`config.mk`:
```
export PLATFORM = sky130hd
export DESIGN_NAME = mux_serializer8_flat
export DESIGN_NICKNAME = d
export VERILOG_FILES = /design/src/rtl/mux_serializer8_pkg.sv /design/src/rtl/mux_serializer8_if.sv /design/src/rtl/mux_serializer8_mux8to1.sv /design/src/rtl/mux_serializer8.sv /design/src/flat_wrapper.sv
export SDC_FILE = /design/constraint.sdc
export NUM_CORES = 1
export LEC_CHECK = 0
export BUFFER_PORTS_ARGS = -buffer_cell sky130_fd_sc_hd__buf_2
export CAP_MARGIN = 20
export CORE_MARGIN = 4
export CORE_UTILIZATION = 30
export DETAILED_ROUTE_END_ITERATION = 8
export GPL_TIMING_DRIVEN = 0
export MAX_ROUTING_LAYER = met4
export PLACE_DENSITY = 0.61
export SKIP_LAST_GASP = 1
export SYNTH_ARGS = -nofsm -noshare
export SYNTH_HDL_FRONTEND = slang
export SYNTH_HIERARCHICAL = 1
export SYNTH_SLANG_ARGS = --single-unit
```
`constraint.sdc`:
```
create_clock -name clk -period 1.6 [get_ports clk]
set_clock_uncertainty 0.05 [all_clocks]
set_input_delay 0 -clock clk [delete_from_list [all_inputs] [get_ports clk]]
set_output_delay 0 -clock clk [all_outputs]
set_load 0.1 [all_outputs]
```
`src/rtl/mux_serializer8_pkg.sv`:
```
// Shared types and widths for the 8-bit parallel-to-serial stage.
package mux_serializer8_pkg;

    typedef enum logic {
        IDLE  = 1'b0,
        SHIFT = 1'b1
    } state_t;

    localparam int WORD_W = 8;
    localparam int SEL_W  = 3;

endpackage

```
`src/rtl/mux_serializer8_if.sv`:
```
// Handshake and serial-side signals of the serializer, bundled for port use.
interface mux_serializer8_if;
    import mux_serializer8_pkg::*;

    logic [WORD_W-1:0] in_data;
    logic              in_valid;
    logic              in_ready;
    logic [SEL_W-1:0]  sel;
    logic              ser_out;
    logic              ser_valid;
    logic              busy;
    logic              done;

    modport master (
        output in_data,
        output in_valid,
        input  in_ready,
        input  sel,
        input  ser_out,
        input  ser_valid,
        input  busy,
        input  done
    );

    modport slave (
        input  in_data,
        input  in_valid,
        output in_ready,
        output sel,
        output ser_out,
        output ser_valid,
        output busy,
        output done
    );

endinterface

```
`src/rtl/mux_serializer8_mux8to1.sv`:
```
// Plain 8-to-1 bit multiplexer: y = w[s].
module mux8to1
    import mux_serializer8_pkg::*;
(
    input  logic [WORD_W-1:0] w,
    input  logic [SEL_W-1:0]  s,
    output logic              y
);

    assign y = w[s];

endmodule

```
`src/rtl/mux_serializer8.sv`:
```
// Accepts a byte over valid/ready and shifts it out one bit per BIT_CYCLES
// clocks by stepping the mux select; back-to-back words leave no gap.
module mux_serializer8
    import mux_serializer8_pkg::*;
#(
    parameter int BIT_CYCLES = 1,
    parameter bit MSB_FIRST  = 1'b0,
    parameter bit IDLE_LEVEL = 1'b1
) (
    input  logic             clk,
    input  logic             rst_n,
    mux_serializer8_if.slave bus
);

    localparam int                CNT_W     = (BIT_CYCLES > 1) ? $clog2(BIT_CYCLES) : 1;
    localparam logic [CNT_W-1:0]  CNT_LAST  = CNT_W'(BIT_CYCLES - 1);
    localparam logic [SEL_W-1:0]  SEL_FIRST = MSB_FIRST ? SEL_W'(WORD_W - 1) : SEL_W'(0);
    localparam logic [SEL_W-1:0]  SEL_FINAL = MSB_FIRST ? SEL_W'(0) : SEL_W'(WORD_W - 1);

    state_t            r_state;
    state_t            w_state_next;
    logic [WORD_W-1:0] r_data;
    logic [SEL_W-1:0]  r_sel;
    logic [CNT_W-1:0]  r_cnt;
    logic              r_done;

    logic w_cnt_term;
    logic w_last;
    logic w_ready;
    logic w_accept;
    logic w_shift;
    logic w_mux_y;

    assign w_shift    = (r_state == SHIFT);
    assign w_cnt_term = (r_cnt == CNT_LAST);
    // Final bit-period of the final select position of the current word.
    assign w_last     = w_shift && w_cnt_term && (r_sel == SEL_FINAL);
    assign w_accept   = bus.in_valid && w_ready;

    always_ff @(posedge clk or negedge rst_n) begin
        if (!rst_n) begin
            r_state <= IDLE;
        end else begin
            r_state <= w_state_next;
        end
    end

    always_comb begin
        w_state_next = r_state;
        w_ready      = 1'b0;
        case (r_state)
            IDLE: begin
                w_ready = 1'b1;
                if (bus.in_valid) begin
                    w_state_next = SHIFT;
                end
            end
            SHIFT: begin
                if (w_last) begin
                    w_ready = 1'b1;
                    if (!bus.in_valid) begin
                        w_state_next = IDLE;
                    end
                end
            end
            default: begin
                w_state_next = IDLE;
            end
        endcase
    end

    always_ff @(posedge clk or negedge rst_n) begin
        if (!rst_n) begin
            r_data <= '0;
            r_sel  <= SEL_FIRST;
            r_cnt  <= '0;
            r_done <= 1'b0;
        end else begin
            r_done <= w_last;
            if (w_accept) begin
                r_data <= bus.in_data;
                r_sel  <= SEL_FIRST;
                r_cnt  <= '0;
            end else if (w_shift) begin
                if (w_last) begin
                    // Park select at its start value so sel never leaves 0..7.
                    r_sel <= SEL_FIRST;
                    r_cnt <= '0;
                end else if (w_cnt_term) begin
                    r_cnt <= '0;
                    r_sel <= MSB_FIRST ? (r_sel - SEL_W'(1)) : (r_sel + SEL_W'(1));
                end else begin
                    r_cnt <= r_cnt + CNT_W'(1);
                end
            end
        end
    end

    mux8to1 u_mux (
        .w (r_data),
        .s (r_sel),
        .y (w_mux_y)
    );

    assign bus.in_ready  = w_ready;
    assign bus.sel       = r_sel;
    assign bus.ser_valid = w_shift;
    assign bus.busy      = w_shift;
    assign bus.done      = r_done;
    assign bus.ser_out   = w_shift ? w_mux_y : IDLE_LEVEL;

endmodule

```
`src/flat_wrapper.sv`:
```
// flat-port wrapper written by rule: the top's interface ports become plain ports
module mux_serializer8_flat import mux_serializer8_pkg::*;
#(
    parameter int BIT_CYCLES = 1,
    parameter bit MSB_FIRST  = 1'b0,
    parameter bit IDLE_LEVEL = 1'b1
)
  (clk, rst_n, bus_in_data, bus_in_valid, bus_in_ready, bus_sel, bus_ser_out, bus_ser_valid, bus_busy, bus_done);
  mux_serializer8_if bus_i ();
  input  logic clk;
  input  logic rst_n;
  input wire logic [$bits(bus_i.in_data)-1:0] bus_in_data;
  input wire logic [$bits(bus_i.in_valid)-1:0] bus_in_valid;
  output wire logic [$bits(bus_i.in_ready)-1:0] bus_in_ready;
  output wire logic [$bits(bus_i.sel)-1:0] bus_sel;
  output wire logic [$bits(bus_i.ser_out)-1:0] bus_ser_out;
  output wire logic [$bits(bus_i.ser_valid)-1:0] bus_ser_valid;
  output wire logic [$bits(bus_i.busy)-1:0] bus_busy;
  output wire logic [$bits(bus_i.done)-1:0] bus_done;
  assign bus_i.in_data = bus_in_data;
  assign bus_i.in_valid = bus_in_valid;
  assign bus_in_ready = bus_i.in_ready;
  assign bus_sel = bus_i.sel;
  assign bus_ser_out = bus_i.ser_out;
  assign bus_ser_valid = bus_i.ser_valid;
  assign bus_busy = bus_i.busy;
  assign bus_done = bus_i.done;
  mux_serializer8 #(.BIT_CYCLES(BIT_CYCLES), .MSB_FIRST(MSB_FIRST), .IDLE_LEVEL(IDLE_LEVEL)) u_core (.clk(clk), .rst_n(rst_n), .bus(bus_i));
endmodule
```
**Word level (Yosys, flattened, before mapping)**

Index checks and enable logic that the tools add are counted.

- Logic and storage cells: 33
- Output and inout bits: 8
- Input port bits: 11
- RAM bits: 0
- Memories: 0
- ROM bits: 0
- Latch bits: 0
- Bits in registers: 14

- Mux-type cells: 16
- Magnitude comparators: 1
- Bitwise operators: 2
- Equal/unequal tests: 2
- Div/mod/pow operators: 0
- Shift operators: 0
- Add/subtract/negate cells: 2
- Multipliers: 0
- Reduce and logical (&&, ||, !) cells: 5

Operators by type and width:

| kind | number |
|---|---|
| $mux W3 | 4 |
| $mux W1 | 9 |
| $lt A3 B4 Y1 const B | 1 |
| $pmux W1 S2 | 2 |
| $add A3 B1 Y3 const B | 1 |
| $bmux W1 S3 | 1 |
| $eq A3 B3 Y1 const B | 1 |
| $logic_and A1 B1 Y1 | 3 |
| $ne A3 B3 Y1 const B | 1 |
| $not A1 Y1 | 2 |
| $reduce_and A2 Y1 | 1 |
| $reduce_bool A2 Y1 | 1 |
| $add A1 B1 Y1 const B | 1 |

**Longest topological paths before layout**

- Word-level depth: 8
- Mapped depth: 5
- Mapped depth without buffers: 5

**Modules after synthesis**

Netlist, hierarchy kept.

Modules (own cells, without submodules):

| module | instances | seq. area each (um^2) | cells each | area an instance (um^2) |
|---|---|---|---|---|
| mux_serializer8 | 1 | 325.3 | 37 | 580.6 |
| mux8to1 | 1 | 0.0 | 3 | 63.8 |

**Worst setup path after synthesis**

OpenSTA, ideal clock, no wires.

- Kind: register to output
- Start: register u_core.r_sel[0] (netlist: u_core/bus.sel[0])
- End: output bus_ser_out
- Arrival time: 2445 ps
- Cell stages (with the launch flop): 4
- Setup slack: -895 ps
- Buffers on the path: 0
- Data required time: 1550 ps
- Cells stage by stage: dfrtp_1 -> mux4_1 -> mux2_2 -> or2b_1

- Cells in the longest elaborated chain, start to end: 3

RTL lines:

| item | line | text |
|---|---|---|
| start, declared | mux_serializer8.sv:23 | `logic [SEL_W-1:0] r_sel;` |
| start signal, assigned | mux_serializer8.sv:91 | `r_sel <= MSB_FIRST ? (r_sel - SEL_W'(1)) : (r_sel + SEL_W'(1));` |
| $bmux W1 S3 | mux_serializer8_mux8to1.sv:10 | `assign y = w[s];` |
| $mux W1 (implied by the code) | mux_serializer8_mux8to1.sv:10 |  |
| via u_core.w_mux_y | mux_serializer8.sv:32 | `logic w_mux_y;` |
| $mux W1 | mux_serializer8.sv:110 | `assign bus.ser_out = w_shift ? w_mux_y : IDLE_LEVEL;` |
| end, declared | flat_wrapper.sv:16 | `output wire logic [$bits(bus_i.ser_out)-1:0] bus_ser_out;` |

The timed path passes the listed nets, and every way through them passes these cells. The select of a mux whose other input is x is not followed.

**Worst setup path in the final report**

Ends and elaborated chain as after synthesis.

==> impl_metrics.csv <==
group,metric,value,unit
clock_tree,ctsHtreeMaxLevel,1,
logic_synthesis,synth_edf_count,0,
worst_setup_path,critPathCaptureType,"primary output",
logic_synthesis,syn_area,644,um2
global_route,grt_util_all_layers,10.1,%
route,firstDrtPassIters,3,
logic_synthesis,syn-num-nets,53,
timing,hold_slack,0.0873,ns
floorplanning,dieWidth,54.3,um
floorplanning,die_area,2950,um2
placement,io_buffer_count,18,
logic_synthesis,synth_area_leader_cell,"dfrtp_1",
route,drc_errors,0,
global_route,met1_usage,12.9,%
global_route,grt_max_degree,14,
global_route,use_met3,2.45,%
placement,place_ws,-0.254,ns
logic_synthesis,syn_avg_cell_area,16.1,um2
timing,rsz0062_at_grt,"yes",
flow_run,maxCapViolCount,0,
placement,place_congestion,0.694,
worst_setup_path,critPathArrivalTime,1.91,ns
logic_synthesis,ys_types,17,
timing,drv_slew,0,
logic_synthesis,yosysWarningCount,6,
logic_synthesis,synth-seq-cells,13,
logic_synthesis,ys.flop_type,"dfrtp_1",
clock_tree,clk_pin_slew,0.08,ns
timing,worstMarginPinSlew,0.488,ns
logic_synthesis,ys_seq_area_share,50.5,%
timing,fin_crit_sh,123,%
global_route,antenna_found_initial,0,
logic_synthesis,synthArstFlopShare,100,%
worst_setup_path,worstPathRequired,1.55,ns
worst_setup_path,startpoint_type,"flop",
layout,antenna_cells,0,
placement,hpwlAfterDp,850,um
worst_hold_path,holdCritPathClass,"primary input to asynchronous set/reset pin",
outcome,violations,"setup timing",
logic_synthesis,synthTopCellsByArea,"dfrtp_1 (50%), mux2_4 (19%), mux4_1 (8.2%)",
layout,fin_area,967,um2
placement,place_inst,85,
outcome,status,"finished with violations",
global_route,grt_util_met2,13.7,%
route,drt_first_iter_violations,8,
floorplanning,io_pins,19,
clock_tree,cts_buffers,3,
clock_tree,cts_tree,"yes",
route,via_count,442,
floorplanning,rows,16,
global_route,gr-total-overflow,0,
global_route,busiest_layer,"met2",
timing,hold_viol_final,0,
global_route,grt_first_pass_wirelength,2010,um
timing,slew_headroom,67.7,%
worst_setup_path,critPathKind,"flop to primary output",
timing,fin_crit,1.96,ns
route,routedWlPerCell,12.2,um
floorplanning,initial_core_util,32.2,%
logic_synthesis,syn-instance-count,40,
placement,placed_area,807,um2
logic_synthesis,synth_common_cells,"dfrtp_1 (13), mux2_4 (8)",
floorplanning,core,2000,um2
global_route,grt_pass1_vias,443,
floorplanning,die_h,54.3,um
timing,setup_viol,10,
clock_tree,clock_tree.root_cell,"clkbuf_4",
layout,syn_to_final_growth,50.1,%
route,viasPerCell,4.42,
timing,fin_ws,-0.361,ns
worst_setup_path,cp_max_fo,3,
clock_tree,cts_num_sinks,13,
logic_synthesis,yosysMostFrequentCell,"dfrtp_1",
logic_synthesis,synth_top_area_share,50.5,%
route,ant_nets,0,
layout,finalNonFillerCells,100,
clock_tree,clock_latency,0.27,ns
layout,nNetsFinal,87,
clock_tree,clockBufferDepth,2,
worst_setup_path,reg2reg_slack,-0.16,ns
timing,max_freq,510,MHz
route,routed_wl,1220,um
layout,drive_above_1_share,60.3,%
[cells in the final DEF, fill, tap and decap left out, types with 2 or more instances in the layout]
cell type	instances
dfrtp_2	2
dfrtp_1	9
mux4_2	2
dlygate4sd3_1	10
buf_4	2
mux2_4	9
nand2_1	2
clkbuf_4	3
dfrtp_4	2
ha_4	2
buf_2	16
buf_12	2
[path summary, 6_finish.rpt]
path / from / end / depth (start not counted)
max: u_core/bus.sel[0] / bus_ser_out / 4
min: rst_n / u_core/bus.sel[1] / 2
max reg2reg: u_core/bus.sel[0] / u_core/r_data[2] / 6
min reg2reg: u_core/r_data[6] / u_core/r_data[6] / 1
max in group asynchronous: rst_n / u_core/bus.sel[0] / 2
min in group clk: bus_in_data[7] / u_core/r_data[7] / 3
[through the flow]
step                TNS [ns]  util [%]
floorplan              -3.46         -
global placement      -0.297      40.3
detailed placement    -0.329      40.3
CTS                    -1.76      48.3
global route           -2.19      48.3
finish                 -1.67      48.3
[kinds of logic after synthesis]
| kind of cell | after synthesis | share of synthesized area, % |
|---|---|---|
| simple gates | 8 | 10.5 |
| flops | 13 | 50.5 |
| fa+ha+maj | 2 | 3.88 |
| compound gates | 3 | 3.30 |
| buf+inv | 2 | 1.75 |
| mux | 12 | 30.1 |
[state kept, by name (all words and copies together), names as in the netlist]
signal           count
u_core/r_data        8
u_core/bus.done      1
u_core/bus.busy      1
u_core/bus.sel       3
[worst max-delay path, cell delays in order, from the launching register on]
cell and delay (ns):
dfrtp_4 0.45, mux4_2 0.50, mux2_4 0.26, or2b_4 0.26
buf_12 0.16
[what timing repair did]
action / in CTS / in global routing
gates resized for setup: 11 / 0
hold buffers: 10 / 0
endpoints found under the hold margin: 23 / 0
setup buffers: 1 / 0
pin swaps: 0 / 0
endpoints found under the setup margin: 10 / 10
[final cells by class]
cell class | instances | area, um2
Sequential cell | 13 | 335
Buffer | 1 | 7.51
Tap cell | 27 | 33.8
Inverter | 1 | 3.75
Fill cell | 189 | 1030
Multi-Input combinational cell | 25 | 333
Timing Repair Buffer | 29 | 228
Clock buffer | 4 | 26.3
[metal layers]
layer | part of all wire [%] | vias up
met2 | 46 | 14
met5 | 0 | -
li1 | - | 210
met4 | 1.6 | 0
met1 | 46 | 216
met3 | 5.7 | 2
Power is not shown: default switching activity piles up to over one toggle a cycle in this logic, so the estimate is an artifact.
